[src/rtl/gcd_pkg.sv]
// Shared register map, field positions and sequencer state encoding for the GCD sequencer.
package gcd_pkg;

    localparam logic [2:0] ADDR_CTRL   = 3'd0;
    localparam logic [2:0] ADDR_STATUS = 3'd1;
    localparam logic [2:0] ADDR_LIMIT  = 3'd2;
    localparam logic [2:0] ADDR_CYCLE  = 3'd3;
    localparam logic [2:0] ADDR_RUNS   = 3'd4;

    localparam int CTRL_START_BIT = 0;
    localparam int CTRL_ABORT_BIT = 1;
    localparam int CTRL_IRQEN_BIT = 2;

    localparam int STAT_BUSY_BIT  = 0;
    localparam int STAT_DONE_BIT  = 1;
    localparam int STAT_TMO_BIT   = 2;
    localparam int STAT_ABT_BIT   = 3;

    typedef enum logic [1:0] {
        ST_IDLE   = 2'd0,
        ST_LAUNCH = 2'd1,
        ST_RUN    = 2'd2,
        ST_DRAIN  = 2'd3
    } seqState_t;

    // Byte-lane merge; laneEnN is active-low like the bus byte enables.
    function automatic logic [31:0] mergeLanes(input logic [31:0] oldVal,
                                               input logic [31:0] newVal,
                                               input logic [3:0]  laneEnN);
        logic [31:0] result;
        result = oldVal;
        for (int i = 0; i < 4; i++) begin
            if (!laneEnN[i]) result[i*8 +: 8] = newVal[i*8 +: 8];
        end
        return result;
    endfunction

endpackage

[src/rtl/gcd_sequencer_if.sv]
// SRAM-style register bus between a host and the GCD sequencer.
interface gcd_sequencer_if;
    logic        SRAM_CEn;
    logic        SRAM_WEn;
    logic [31:0] SRAM_ADDR;
    logic [63:0] SRAM_WDATA;
    logic [7:0]  SRAM_WBEn;
    logic [63:0] SRAM_RDATA;

    modport master (output SRAM_CEn, SRAM_WEn, SRAM_ADDR, SRAM_WDATA, SRAM_WBEn,
                    input  SRAM_RDATA);
    modport slave  (input  SRAM_CEn, SRAM_WEn, SRAM_ADDR, SRAM_WDATA, SRAM_WBEn,
                    output SRAM_RDATA);
endinterface

[src/rtl/gcd_seq_regs.sv]
// Register file and bus decode: CTRL/STATUS/LIMIT storage, read mux and registered IRQ.
module gcd_seq_regs
    import gcd_pkg::*;
#(
    parameter int          CNT_W           = 32,
    parameter logic [31:0] TIMEOUT_DEFAULT = 32'h0010_0000
)(
    input  logic             CLK,
    input  logic             RESETn,
    gcd_sequencer_if.slave   bus,
    input  logic             i_busy,
    input  logic             i_setDone,
    input  logic             i_setTmo,
    input  logic             i_setAbt,
    input  logic             i_clrStatus,
    input  logic [CNT_W-1:0] i_cycleCount,
    input  logic [15:0]      i_runCount,
    output logic             o_startWr,
    output logic             o_abortWr,
    output logic [CNT_W-1:0] o_limit,
    output logic             o_irq
);

    logic             w_wr, w_rd;
    logic [2:0]       w_addr;
    logic             w_ctrlWr, w_statusWr, w_limitWr;
    logic [63:0]      w_rdMux;
    logic             w_unusedBits;
    logic             r_irqEn, r_doneSt, r_tmoSt, r_abtSt, r_irq;
    logic [CNT_W-1:0] r_limit;
    logic [63:0]      r_rdata;

    assign w_wr       = !bus.SRAM_CEn && !bus.SRAM_WEn;
    assign w_rd       = !bus.SRAM_CEn &&  bus.SRAM_WEn;
    assign w_addr     = bus.SRAM_ADDR[5:3];
    assign w_ctrlWr   = w_wr && (w_addr == ADDR_CTRL)   && !bus.SRAM_WBEn[0];
    assign w_statusWr = w_wr && (w_addr == ADDR_STATUS) && !bus.SRAM_WBEn[0];
    assign w_limitWr  = w_wr && (w_addr == ADDR_LIMIT);

    assign o_startWr  = w_ctrlWr && bus.SRAM_WDATA[CTRL_START_BIT];
    assign o_abortWr  = w_ctrlWr && bus.SRAM_WDATA[CTRL_ABORT_BIT];
    assign o_limit    = r_limit;
    assign o_irq      = r_irq;
    assign bus.SRAM_RDATA = r_rdata;

    assign w_unusedBits = ^{bus.SRAM_ADDR[31:6], bus.SRAM_ADDR[2:0],
                            bus.SRAM_WDATA[63:32], bus.SRAM_WBEn[7:4]};

    always_comb begin
        w_rdMux = '0;
        case (w_addr)
            ADDR_CTRL:   w_rdMux[CTRL_IRQEN_BIT] = r_irqEn;
            ADDR_STATUS: begin
                w_rdMux[STAT_BUSY_BIT] = i_busy;
                w_rdMux[STAT_DONE_BIT] = r_doneSt;
                w_rdMux[STAT_TMO_BIT]  = r_tmoSt;
                w_rdMux[STAT_ABT_BIT]  = r_abtSt;
            end
            ADDR_LIMIT:  w_rdMux = 64'(r_limit);
            ADDR_CYCLE:  w_rdMux = 64'(i_cycleCount);
            ADDR_RUNS:   w_rdMux = 64'(i_runCount);
            default:     w_rdMux = '0;
        endcase
    end

    // Hardware status sets take precedence over both W1C writes and the launch-time clear.
    always_ff @(posedge CLK) begin
        if (!RESETn) begin
            r_irqEn  <= 1'b0;
            r_doneSt <= 1'b0;
            r_tmoSt  <= 1'b0;
            r_abtSt  <= 1'b0;
            r_irq    <= 1'b0;
            r_limit  <= CNT_W'(TIMEOUT_DEFAULT);
            r_rdata  <= '0;
        end else begin
            if (w_ctrlWr) r_irqEn <= bus.SRAM_WDATA[CTRL_IRQEN_BIT];
            if (w_limitWr)
                r_limit <= CNT_W'(mergeLanes(32'(r_limit), bus.SRAM_WDATA[31:0],
                                             bus.SRAM_WBEn[3:0]));

            if (i_setDone) r_doneSt <= 1'b1;
            else if (i_clrStatus || (w_statusWr && bus.SRAM_WDATA[STAT_DONE_BIT])) r_doneSt <= 1'b0;
            if (i_setTmo) r_tmoSt <= 1'b1;
            else if (i_clrStatus || (w_statusWr && bus.SRAM_WDATA[STAT_TMO_BIT])) r_tmoSt <= 1'b0;
            if (i_setAbt) r_abtSt <= 1'b1;
            else if (i_clrStatus || (w_statusWr && bus.SRAM_WDATA[STAT_ABT_BIT])) r_abtSt <= 1'b0;

            r_irq <= r_irqEn && (r_doneSt || r_tmoSt || r_abtSt);
            if (w_rd) r_rdata <= w_rdMux;
        end
    end

endmodule

[src/rtl/gcd_sequencer.sv]
// GCD job sequencer: launch/run/drain FSM with cycle and run counters around gcd_seq_regs.
module gcd_sequencer
    import gcd_pkg::*;
#(
    parameter logic [31:0] TIMEOUT_DEFAULT = 32'h0010_0000,
    parameter int          CNT_W           = 32
)(
    input  logic           CLK,
    input  logic           RESETn,
    gcd_sequencer_if.slave bus,
    output logic           GCD_START,
    output logic           GCD_ABORT,
    input  logic           DONE,
    output logic           IRQ
);

    seqState_t        r_state, w_nextState;
    logic [CNT_W-1:0] r_cycleCount, w_limit;
    logic [15:0]      r_runCount;
    logic             r_gcdAbort;
    logic             w_startWr, w_abortWr, w_busy, w_timeoutHit;
    logic             w_launch, w_setDone, w_setTmo, w_setAbt;

    gcd_seq_regs #(
        .CNT_W           (CNT_W),
        .TIMEOUT_DEFAULT (TIMEOUT_DEFAULT)
    ) u_regs (
        .CLK          (CLK),
        .RESETn       (RESETn),
        .bus          (bus),
        .i_busy       (w_busy),
        .i_setDone    (w_setDone),
        .i_setTmo     (w_setTmo),
        .i_setAbt     (w_setAbt),
        .i_clrStatus  (w_launch),
        .i_cycleCount (r_cycleCount),
        .i_runCount   (r_runCount),
        .o_startWr    (w_startWr),
        .o_abortWr    (w_abortWr),
        .o_limit      (w_limit),
        .o_irq        (IRQ)
    );

    assign w_busy       = (r_state != ST_IDLE);
    assign w_timeoutHit = (w_limit != '0) && (r_cycleCount == w_limit - CNT_W'(1));
    assign GCD_START    = (r_state == ST_LAUNCH);
    assign GCD_ABORT    = r_gcdAbort;

    // DONE outranks timeout, which outranks a host ABORT, when several land together.
    always_comb begin
        w_nextState = r_state;
        w_launch    = 1'b0;
        w_setDone   = 1'b0;
        w_setTmo    = 1'b0;
        w_setAbt    = 1'b0;
        case (r_state)
            ST_IDLE: begin
                if (w_startWr) begin
                    w_nextState = ST_LAUNCH;
                    w_launch    = 1'b1;
                end
            end
            ST_LAUNCH: w_nextState = ST_RUN;
            ST_RUN: begin
                if (DONE) begin
                    w_nextState = ST_DRAIN;
                    w_setDone   = 1'b1;
                end else if (w_timeoutHit) begin
                    w_nextState = ST_DRAIN;
                    w_setTmo    = 1'b1;
                end else if (w_abortWr) begin
                    w_nextState = ST_DRAIN;
                    w_setAbt    = 1'b1;
                end
            end
            ST_DRAIN: begin
                if (!DONE) w_nextState = ST_IDLE;
            end
            default: w_nextState = ST_IDLE;
        endcase
    end

    always_ff @(posedge CLK) begin
        if (!RESETn) r_state <= ST_IDLE;
        else         r_state <= w_nextState;
    end

    // The cycle counter freezes at LIMIT-1 on a timeout so it reports the limit reached.
    always_ff @(posedge CLK) begin
        if (!RESETn) begin
            r_cycleCount <= '0;
            r_runCount   <= '0;
            r_gcdAbort   <= 1'b0;
        end else begin
            r_gcdAbort <= w_setTmo || w_setAbt;
            if (w_launch)
                r_cycleCount <= '0;
            else if ((r_state == ST_RUN) && !w_setTmo && (r_cycleCount != '1))
                r_cycleCount <= r_cycleCount + CNT_W'(1);
            if (w_setDone) r_runCount <= r_runCount + 16'd1;
        end
    end

endmodule

[src/flat_wrapper.sv]
// flat-port wrapper written by rule: the top's interface ports become plain ports
module gcd_sequencer_flat import gcd_pkg::*;
#(
    parameter logic [31:0] TIMEOUT_DEFAULT = 32'h0010_0000,
    parameter int          CNT_W           = 32
)
  (CLK, RESETn, GCD_START, GCD_ABORT, DONE, IRQ, bus_SRAM_CEn, bus_SRAM_WEn, bus_SRAM_ADDR, bus_SRAM_WDATA, bus_SRAM_WBEn, bus_SRAM_RDATA);
  gcd_sequencer_if bus_i ();
  input  logic CLK;
  input  logic RESETn;
  output logic GCD_START;
  output logic GCD_ABORT;
  input  logic DONE;
  output logic IRQ;
  input wire logic [$bits(bus_i.SRAM_CEn)-1:0] bus_SRAM_CEn;
  input wire logic [$bits(bus_i.SRAM_WEn)-1:0] bus_SRAM_WEn;
  input wire logic [$bits(bus_i.SRAM_ADDR)-1:0] bus_SRAM_ADDR;
  input wire logic [$bits(bus_i.SRAM_WDATA)-1:0] bus_SRAM_WDATA;
  input wire logic [$bits(bus_i.SRAM_WBEn)-1:0] bus_SRAM_WBEn;
  output wire logic [$bits(bus_i.SRAM_RDATA)-1:0] bus_SRAM_RDATA;
  assign bus_i.SRAM_CEn = bus_SRAM_CEn;
  assign bus_i.SRAM_WEn = bus_SRAM_WEn;
  assign bus_i.SRAM_ADDR = bus_SRAM_ADDR;
  assign bus_i.SRAM_WDATA = bus_SRAM_WDATA;
  assign bus_i.SRAM_WBEn = bus_SRAM_WBEn;
  assign bus_SRAM_RDATA = bus_i.SRAM_RDATA;
  gcd_sequencer #(.TIMEOUT_DEFAULT(TIMEOUT_DEFAULT), .CNT_W(CNT_W)) u_core (.CLK(CLK), .RESETn(RESETn), .bus(bus_i), .GCD_START(GCD_START), .GCD_ABORT(GCD_ABORT), .DONE(DONE), .IRQ(IRQ));
endmodule
[config.mk]
export PLATFORM = sky130hd
export DESIGN_NAME = gcd_sequencer_flat
export DESIGN_NICKNAME = d
export VERILOG_FILES = /design/src/rtl/gcd_pkg.sv /design/src/rtl/gcd_sequencer_if.sv /design/src/rtl/gcd_seq_regs.sv /design/src/rtl/gcd_sequencer.sv /design/src/flat_wrapper.sv
export SDC_FILE = /design/constraint.sdc
export NUM_CORES = 1
export LEC_CHECK = 0
export CAP_MARGIN = 20
export CORE_AREA = 5 5 109 213
export DETAILED_ROUTE_END_ITERATION = 8
export DIE_AREA = 0 0 114 218
export SLEW_MARGIN = 0
export SYNTH_ARGS = -nofsm -noshare
export SYNTH_HDL_FRONTEND = slang
export SYNTH_SLANG_ARGS = --single-unit
export TNS_END_PERCENT = 100
[constraint.sdc]
create_clock -name CLK -period 3.75 [get_ports CLK]
set_clock_uncertainty 0.1 [all_clocks]
set_input_delay 0.75 -clock CLK [delete_from_list [all_inputs] [get_ports CLK]]
set_output_delay 0.75 -clock CLK [all_outputs]
set_load 0.02 [all_outputs]
# == Yosys cells after proc, flatten, opt, wreduce, memory -nomap -nowiden ==
# Cells that the tools add are included.
# op_classes
addsub,3
n_eq_ne,12
n_mux,27
n_bitwise,5
n_reduce_logical,39
# ops
cell,count
case mux 28 bit (3 select lines),1
"adder 32 x 1 -> 32 bit, second input constant",1
== test 32 bit,1
"inequality test 32 bit, second input constant",1
nonzero test 32 bit,1
"subtractor 32 x 1 -> 32 bit, second input constant",1
two-way mux 1 bit,17
"adder 16 x 1 -> 16 bit, second input constant",1
logical AND 1 bit,16
case mux 2 bit (4 select lines),2
two-way mux 2 bit,5
AND reduction 2 bit,4
nonzero test 2 bit,4
"== test 3 x 2 -> 1 bit, second input constant",2
logical OR 1 bit,6
NOT 1 bit,5
case mux 1 bit (5 select lines),1
"== test 2 bit, second input constant",2
zero test 1 bit,4
"inequality test 2 bit, second input constant",2
"inequality test 4 x 3 -> 1 bit, second input constant",1
case mux 1 bit (4 select lines),1
"== test 3 x 1 -> 1 bit, second input constant",1
"== test 3 bit, second input constant",1
other kinds (5),5
# word_totals
regBits,152
inputBits,109
out_inout_bits,67
wordCells,100

# == Depth between registers and ports, before layout ==
# depth
ltp_word,10
depth_mapped,13
ltp_nobuf,11

# == By module ==
# A second synthesis with hierarchy kept.
# hier_totals
cells_unflattened,866
area_unflattened_um2,7363.3
# by_module_without_submodules
mod,n_inst,cells_each,area_each_um2,seq_area_each_um2
gcd_sequencer,1,506,3972.6,1021.0
gcd_seq_regs,1,360,3390.8,1381.3

# == Least setup slack after synthesis ==
# OpenSTA, ideal clock, no wires.
# synth_path
kind,register to register
start,register u_core.u_regs.r_limit[16] (netlist: u_core.u_regs.o_limit[16])
end,register u_core.r_cycleCount[20]
setup_time_ns,0.138
arrival_ns,3.128
slack_ns,0.385
stages_incl_launch_ff,11
period_less_slack_ns,3.365
path_cell_list,dfxtp_1 or4_4 nor4_4 a21bo_1 a21oi_1 or4_1 or4_4 nor3b_4 clkbuf_1 or4_1 a21oi_2
# synth_via
elab_chain_cells,9
# synth_lines
element,line,text
"start, declared",gcd_seq_regs.sv:30,logic [CNT_W-1:0] r_limit;
"start signal, assigned",gcd_seq_regs.sv:74,r_limit <= CNT_W'(TIMEOUT_DEFAULT);
"start signal, assigned",gcd_seq_regs.sv:79,"r_limit <= CNT_W'(mergeLanes(32'(r_limit), bus.SRAM_WDATA[31:0],"
subtractor 32 x 1 -> 32 bit,gcd_sequencer.sv:45,assign w_timeoutHit = (w_limit != '0) && (r_cycleCount == w_limit - CNT_W'(1));
== test 32 bit,gcd_sequencer.sv:45,
logical AND 1 bit *,gcd_sequencer.sv:45,
two-way mux 1 bit *,gcd_sequencer.sv:68,end else if (w_timeoutHit) begin
two-way mux 1 bit *,gcd_sequencer.sv:65,if (DONE) begin
two-way mux 1 bit *,gcd_sequencer.sv:56,case (r_state)
zero test 1 bit *,gcd_sequencer.sv:98,else if ((r_state == ST_RUN) && !w_setTmo && (r_cycleCount != '1))
logical AND 1 bit * (2 in series),gcd_sequencer.sv:98,
"end signal, assigned",gcd_sequencer.sv:99,r_cycleCount <= r_cycleCount + CNT_W'(1);
"end, declared",gcd_sequencer.sv:18,"logic [CNT_W-1:0] r_cycleCount, w_limit;"
# Mark *: on every way between the ends. The rest lies on a longest branch, timed or not.
# A chain may end at the register's enable or synchronous reset.

# == Worst setup path in the final report ==
# layout_path
start,register u_core.u_regs.r_limit[2] (netlist: u_core.u_regs.o_limit[2])
end,register u_core.r_cycleCount[4]
# The elaborated chain is that of the path after synthesis.

==> impl_metrics.xml <==
<?xml version="1.0" encoding="UTF-8"?>
<metrics>
  <group name="status">
    <metric name="outcome" unit="">completed</metric>
  </group>
  <group name="worst_setup_path">
    <metric name="crit_chain" unit="">or4_4, nor3_4, a32oi_1, or4bb_1, a2111oi_1, nand4_1, nor3b_4, clkbuf_16, or4_1, nand2_1</metric>
    <metric name="crit-reg2reg-capture" unit="">u_core.r_cycleCount[4]</metric>
    <metric name="worstPathArrival" unit="ns">3.81</metric>
    <metric name="worstSetupStartpointType" unit="">register</metric>
    <metric name="timing.critical_path.slowest_cell_delay" unit="ns">0.60</metric>
    <metric name="criticalPathCategory" unit="">reg2reg</metric>
    <metric name="timing.critical_path.slowest_stage_cell" unit="">sky130_fd_sc_hd__or4_4</metric>
    <metric name="worst_r2r_startpoint" unit="">u_core.u_regs.o_limit[2]</metric>
    <metric name="startpoint_of_the_most_critical_setup_path" unit="">u_core.u_regs.o_limit[2]</metric>
    <metric name="r2r_cells" unit="">10</metric>
    <metric name="setup.reg_to_reg.worst_slack" unit="ns">0.14</metric>
    <metric name="timing.critical_path.fanout_max" unit="">32</metric>
    <metric name="worst_ep_required_time" unit="ns">3.95</metric>
    <metric name="worstSetupEndpoint" unit="">u_core.r_cycleCount[4]</metric>
    <metric name="endpoint_kind" unit="">register</metric>
  </group>
  <group name="floorplanning">
    <metric name="floorplan.initialDensity" unit="">0.3405</metric>
    <metric name="core" unit="mm2">0.02140</metric>
    <metric name="io_pins" unit="">176</metric>
    <metric name="die-area" unit="mm2">0.02485</metric>
    <metric name="die_w" unit="um">114</metric>
    <metric name="die_h" unit="um">218</metric>
    <metric name="rows" unit="">76</metric>
  </group>
  <group name="grt">
    <metric name="antenna_found_initial" unit="">0</metric>
    <metric name="gr-total-overflow" unit="">0</metric>
    <metric name="grt_max_degree" unit="">65</metric>
    <metric name="grt_pass1_wl" unit="mm">34.96</metric>
    <metric name="grt.total_usage" unit="">0.1786</metric>
    <metric name="grt_pass1_vias" unit="">6623</metric>
  </group>
  <group name="routing">
    <metric name="post-route-drc-count" unit="">0</metric>
    <metric name="post_detailed_route_wirelength_per_cell" unit="um">17.66</metric>
    <metric name="initial_drc_count" unit="">307</metric>
    <metric name="viasPerCell" unit="">5.367</metric>
    <metric name="routed-via-count" unit="">6752</metric>
    <metric name="detail_route.first_pass.iterations" unit="">7</metric>
    <metric name="drt-total-wl" unit="mm">22.22</metric>
    <metric name="drtAntennaViolNets" unit="">0</metric>
  </group>
  <group name="cts">
    <metric name="root_buffer" unit="">sky130_fd_sc_hd__clkbuf_16</metric>
    <metric name="numCtsBuffers" unit="">17</metric>
    <metric name="cts_tree" unit="">yes</metric>
    <metric name="cts.sink_count" unit="">120</metric>
    <metric name="cts_max_level" unit="">4</metric>
    <metric name="clk_pin_slew_worst_paths" unit="ns">0.06</metric>
    <metric name="clock_latency" unit="ns">0.42</metric>
    <metric name="cts.path.max_buffers" unit="">2</metric>
    <metric name="post_cts_hold_buffer_count" unit="">0</metric>
  </group>
  <group name="place">
    <metric name="portBuffers" unit="">78</metric>
    <metric name="placer_s_final_routability_congestion_estimate" unit="">0.8929</metric>
    <metric name="dp.final_hpwl" unit="mm">16.82</metric>
  </group>
  <group name="finish">
    <metric name="filler_cell_count" unit="">2167</metric>
    <metric name="post_route_cells_drive_above_1_share" unit="">0.1462</metric>
    <metric name="layout-area-overhead-vs-synth" unit="%">24.36</metric>
    <metric name="n_antenna_cell" unit="">0</metric>
    <metric name="number_of_nets_in_the_layout" unit="">1090</metric>
  </group>
  <group name="timing">
    <metric name="setup-violations-final" unit="">0</metric>
    <metric name="layout_min_cycle_time" unit="ns">3.611</metric>
    <metric name="fin_hold_ws" unit="ns">0.3861</metric>
    <metric name="tightest_slew" unit="ns">0.6537</metric>
    <metric name="final_min_period_over_clock_period" unit="">0.9630</metric>
    <metric name="finalHoldViolCount" unit="">0</metric>
    <metric name="max_clock_freq" unit="MHz">276.9</metric>
    <metric name="finalSetupTns" unit="ns">0</metric>
    <metric name="timing.slew.headroom" unit="">0.5642</metric>
    <metric name="slew_violations" unit="">0</metric>
  </group>
  <group name="yosys">
    <metric name="yosys-top-cells-count" unit="">125 x sky130_fd_sc_hd__nor2_1, 120 x sky130_fd_sc_hd__dfxtp_1, 50 x sky130_fd_sc_hd__mux2i_1, 50 x sky130_fd_sc_hd__nand2_1, 44 x sky130_fd_sc_hd__clkbuf_1</metric>
    <metric name="synth-async-reset-ratio" unit="">0</metric>
    <metric name="ys_ff_latch" unit="">120</metric>
    <metric name="yosys.area.top_type" unit="">sky130_fd_sc_hd__dfxtp_1</metric>
    <metric name="post_synth.cell_area_avg" unit="um2">8.287</metric>
    <metric name="synth_cell_types" unit="">71</metric>
    <metric name="synth_warnings" unit="">0</metric>
    <metric name="ys_top_cells_by_area" unit="">sky130_fd_sc_hd__dfxtp_1 33%, sky130_fd_sc_hd__mux2i_1 6.9%, sky130_fd_sc_hd__nor2_1 6.4%, sky130_fd_sc_hd__or4_1 3.4%, sky130_fd_sc_hd__xor2_1 3.4%</metric>
    <metric name="post-synth-top-count-cell" unit="">sky130_fd_sc_hd__nor2_1</metric>
    <metric name="number_of_flops_mapped_to_enable_cells_by_yosys" unit="">0</metric>
    <metric name="post-synth-top-area-fraction" unit="">0.3298</metric>
    <metric name="synth.yosys.seq_area_share" unit="">0.3298</metric>
    <metric name="netlist_area" unit="mm2">0.007284</metric>
    <metric name="postSynth.topFlopCell" unit="">sky130_fd_sc_hd__dfxtp_1</metric>
    <metric name="post_synthesis_cell_count" unit="">879</metric>
  </group>
  <group name="pwr">
    <metric name="vdd.ir_drop.worst" unit="V">0.0002321</metric>
    <metric name="power_leakage" unit="nW">3.336</metric>
    <metric name="pwr_density_cell" unit="mW/mm2">348.9</metric>
  </group>
  <group name="hold_path">
    <metric name="min-delay-path-class" unit="">reg2reg</metric>
  </group>
  <group name="run">
    <metric name="maxCapViolCount" unit="">0</metric>
  </group>
</metrics>
power by group:
group / switching [mW] / internal [mW] / total (mW)
clock: 0.610 / 0.919 / 1.53
combinational: 0.194 / 0.132 / 0.326
sequential: 0.0131 / 1.29 / 1.31
sequential cells by signal, indices dropped and copies added (netlist names):
register and count:
u_core.GCD_ABORT 1, u_core.r_cycleCount 32, u_core.r_runCount 16, u_core.r_state 2
u_core.u_regs.bus.SRAM_RDATA 32, u_core.u_regs.o_irq 1, u_core.u_regs.o_limit 32, u_core.u_regs.r_abtSt 1
u_core.u_regs.r_doneSt 1, u_core.u_regs.r_irqEn 1, u_core.u_regs.r_tmoSt 1
per-layer routing:
metal / up-vias / share of wire / routed length, um / global-route usage
li1: 3322 / - / - / -
met1: 3147 / 0.36 / 8107 / 0.1850
met2: 222 / 0.53 / 11770 / 0.3222
met3: 61 / 0.048 / 1065 / 0.03388
met4: 0 / 0.057 / 1276 / 0.1134
met5: - / 0 / 0 / 0
worst max-delay path, delay by kind of cell, from the launching register on:
kind	cells	cell delay, ns
buf+inv	1	0.31
compound gates	2	0.51
simple gates	7	2.23
flops	1	0.34
layout make-up:
type | count | area, um2 | area share
Clock buffer | 19 | 442.9 | 0.04890
Tap cell | 273 | 341.6 | 0.03771
Sequential cell | 120 | 2402 | 0.2652
Multi-Input combinational cell | 685 | 4477 | 0.4942
Clock inverter | 12 | 105.1 | 0.01160
Inverter | 13 | 48.80 | 0.005387
Timing Repair Buffer | 136 | 1241 | 0.1370
cells by family after synthesis:
kind of cell    after synthesis  share of synthesized area
xor+xnor                     49                    0.05892
fa+ha+maj                     8                    0.01374
simple gates                378                     0.2738
other cells                   1                  0.0005148
flops                       120                     0.3298
mux                          65                    0.09189
compound gates              153                     0.1544
buf+inv                     105                    0.07695
how the worst min path moves through the flow:
| stage | startpoint | end | cells after the start |
|---|---|---|---|
| after floorplan | u_core.u_regs.r_tmoSt | u_core.u_regs.r_tmoSt | 2 |
| after global placement | u_core.u_regs.r_tmoSt | u_core.u_regs.r_tmoSt | 2 |
| after detailed placement | u_core.u_regs.r_tmoSt | u_core.u_regs.r_tmoSt | 2 |
| after CTS | u_core.u_regs.r_tmoSt | u_core.u_regs.r_tmoSt | 2 |
| after global routing | u_core.u_regs.r_tmoSt | u_core.u_regs.r_tmoSt | 2 |
| final | u_core.u_regs.r_tmoSt | u_core.u_regs.r_tmoSt | 2 |
metrics by stage:
stage          total power, mW    util  cells  instance area, um2  worst slack (ns)
2_1_floorplan            1.549       -    910                7401            0.3847
6_report                 3.160  0.4234   1258                9059            0.1389
5_1_grt                  3.280  0.4234   1258                9059          -0.01360
3_3_place_gp             1.655  0.3951   1225                8453            0.1266
3_5_place_dp             1.657  0.3951   1225                8453           0.06756
4_1_cts                  3.190  0.4207   1256                9001           0.05770
cells in the final DEF, fill, tap and decap left out, types with 5 or more instances in the layout:
| cell | count |
|---|---|
| sky130_fd_sc_hd__a211oi_1 | 13 |
| sky130_fd_sc_hd__a21oi_1 | 26 |
| sky130_fd_sc_hd__a21oi_2 | 10 |
| sky130_fd_sc_hd__a22oi_1 | 20 |
| sky130_fd_sc_hd__and3_1 | 10 |
| sky130_fd_sc_hd__buf_4 | 56 |
| sky130_fd_sc_hd__clkbuf_16 | 18 |
| sky130_fd_sc_hd__clkdlybuf4s50_1 | 77 |
| sky130_fd_sc_hd__clkinvlp_4 | 5 |
| sky130_fd_sc_hd__conb_1 | 32 |
| sky130_fd_sc_hd__dfxtp_1 | 120 |
| sky130_fd_sc_hd__ha_1 | 7 |
| sky130_fd_sc_hd__inv_1 | 12 |
| sky130_fd_sc_hd__mux2_2 | 15 |
| sky130_fd_sc_hd__mux2i_1 | 50 |
| sky130_fd_sc_hd__nand2_1 | 50 |
| sky130_fd_sc_hd__nand2b_1 | 10 |
| sky130_fd_sc_hd__nand3_1 | 39 |
| sky130_fd_sc_hd__nand4_1 | 17 |
| sky130_fd_sc_hd__nor2_1 | 125 |
| sky130_fd_sc_hd__nor3_1 | 26 |
| sky130_fd_sc_hd__nor4_1 | 9 |
| sky130_fd_sc_hd__o211ai_1 | 12 |
| sky130_fd_sc_hd__o21ai_0 | 20 |
| sky130_fd_sc_hd__o31a_1 | 5 |
| sky130_fd_sc_hd__o31ai_1 | 8 |
| sky130_fd_sc_hd__o31ai_2 | 10 |
| sky130_fd_sc_hd__or3_1 | 19 |
| sky130_fd_sc_hd__or4_1 | 32 |
| sky130_fd_sc_hd__or4_4 | 5 |
| sky130_fd_sc_hd__xnor2_1 | 21 |
| sky130_fd_sc_hd__xor2_1 | 28 |
what timing repair did:
item / in CTS / in global routing
endpoints found under the setup margin: 0 / 33
gates resized for setup: 0 / 6
setup buffers: 0 / 1
Power figures use the tool's default switching activity.
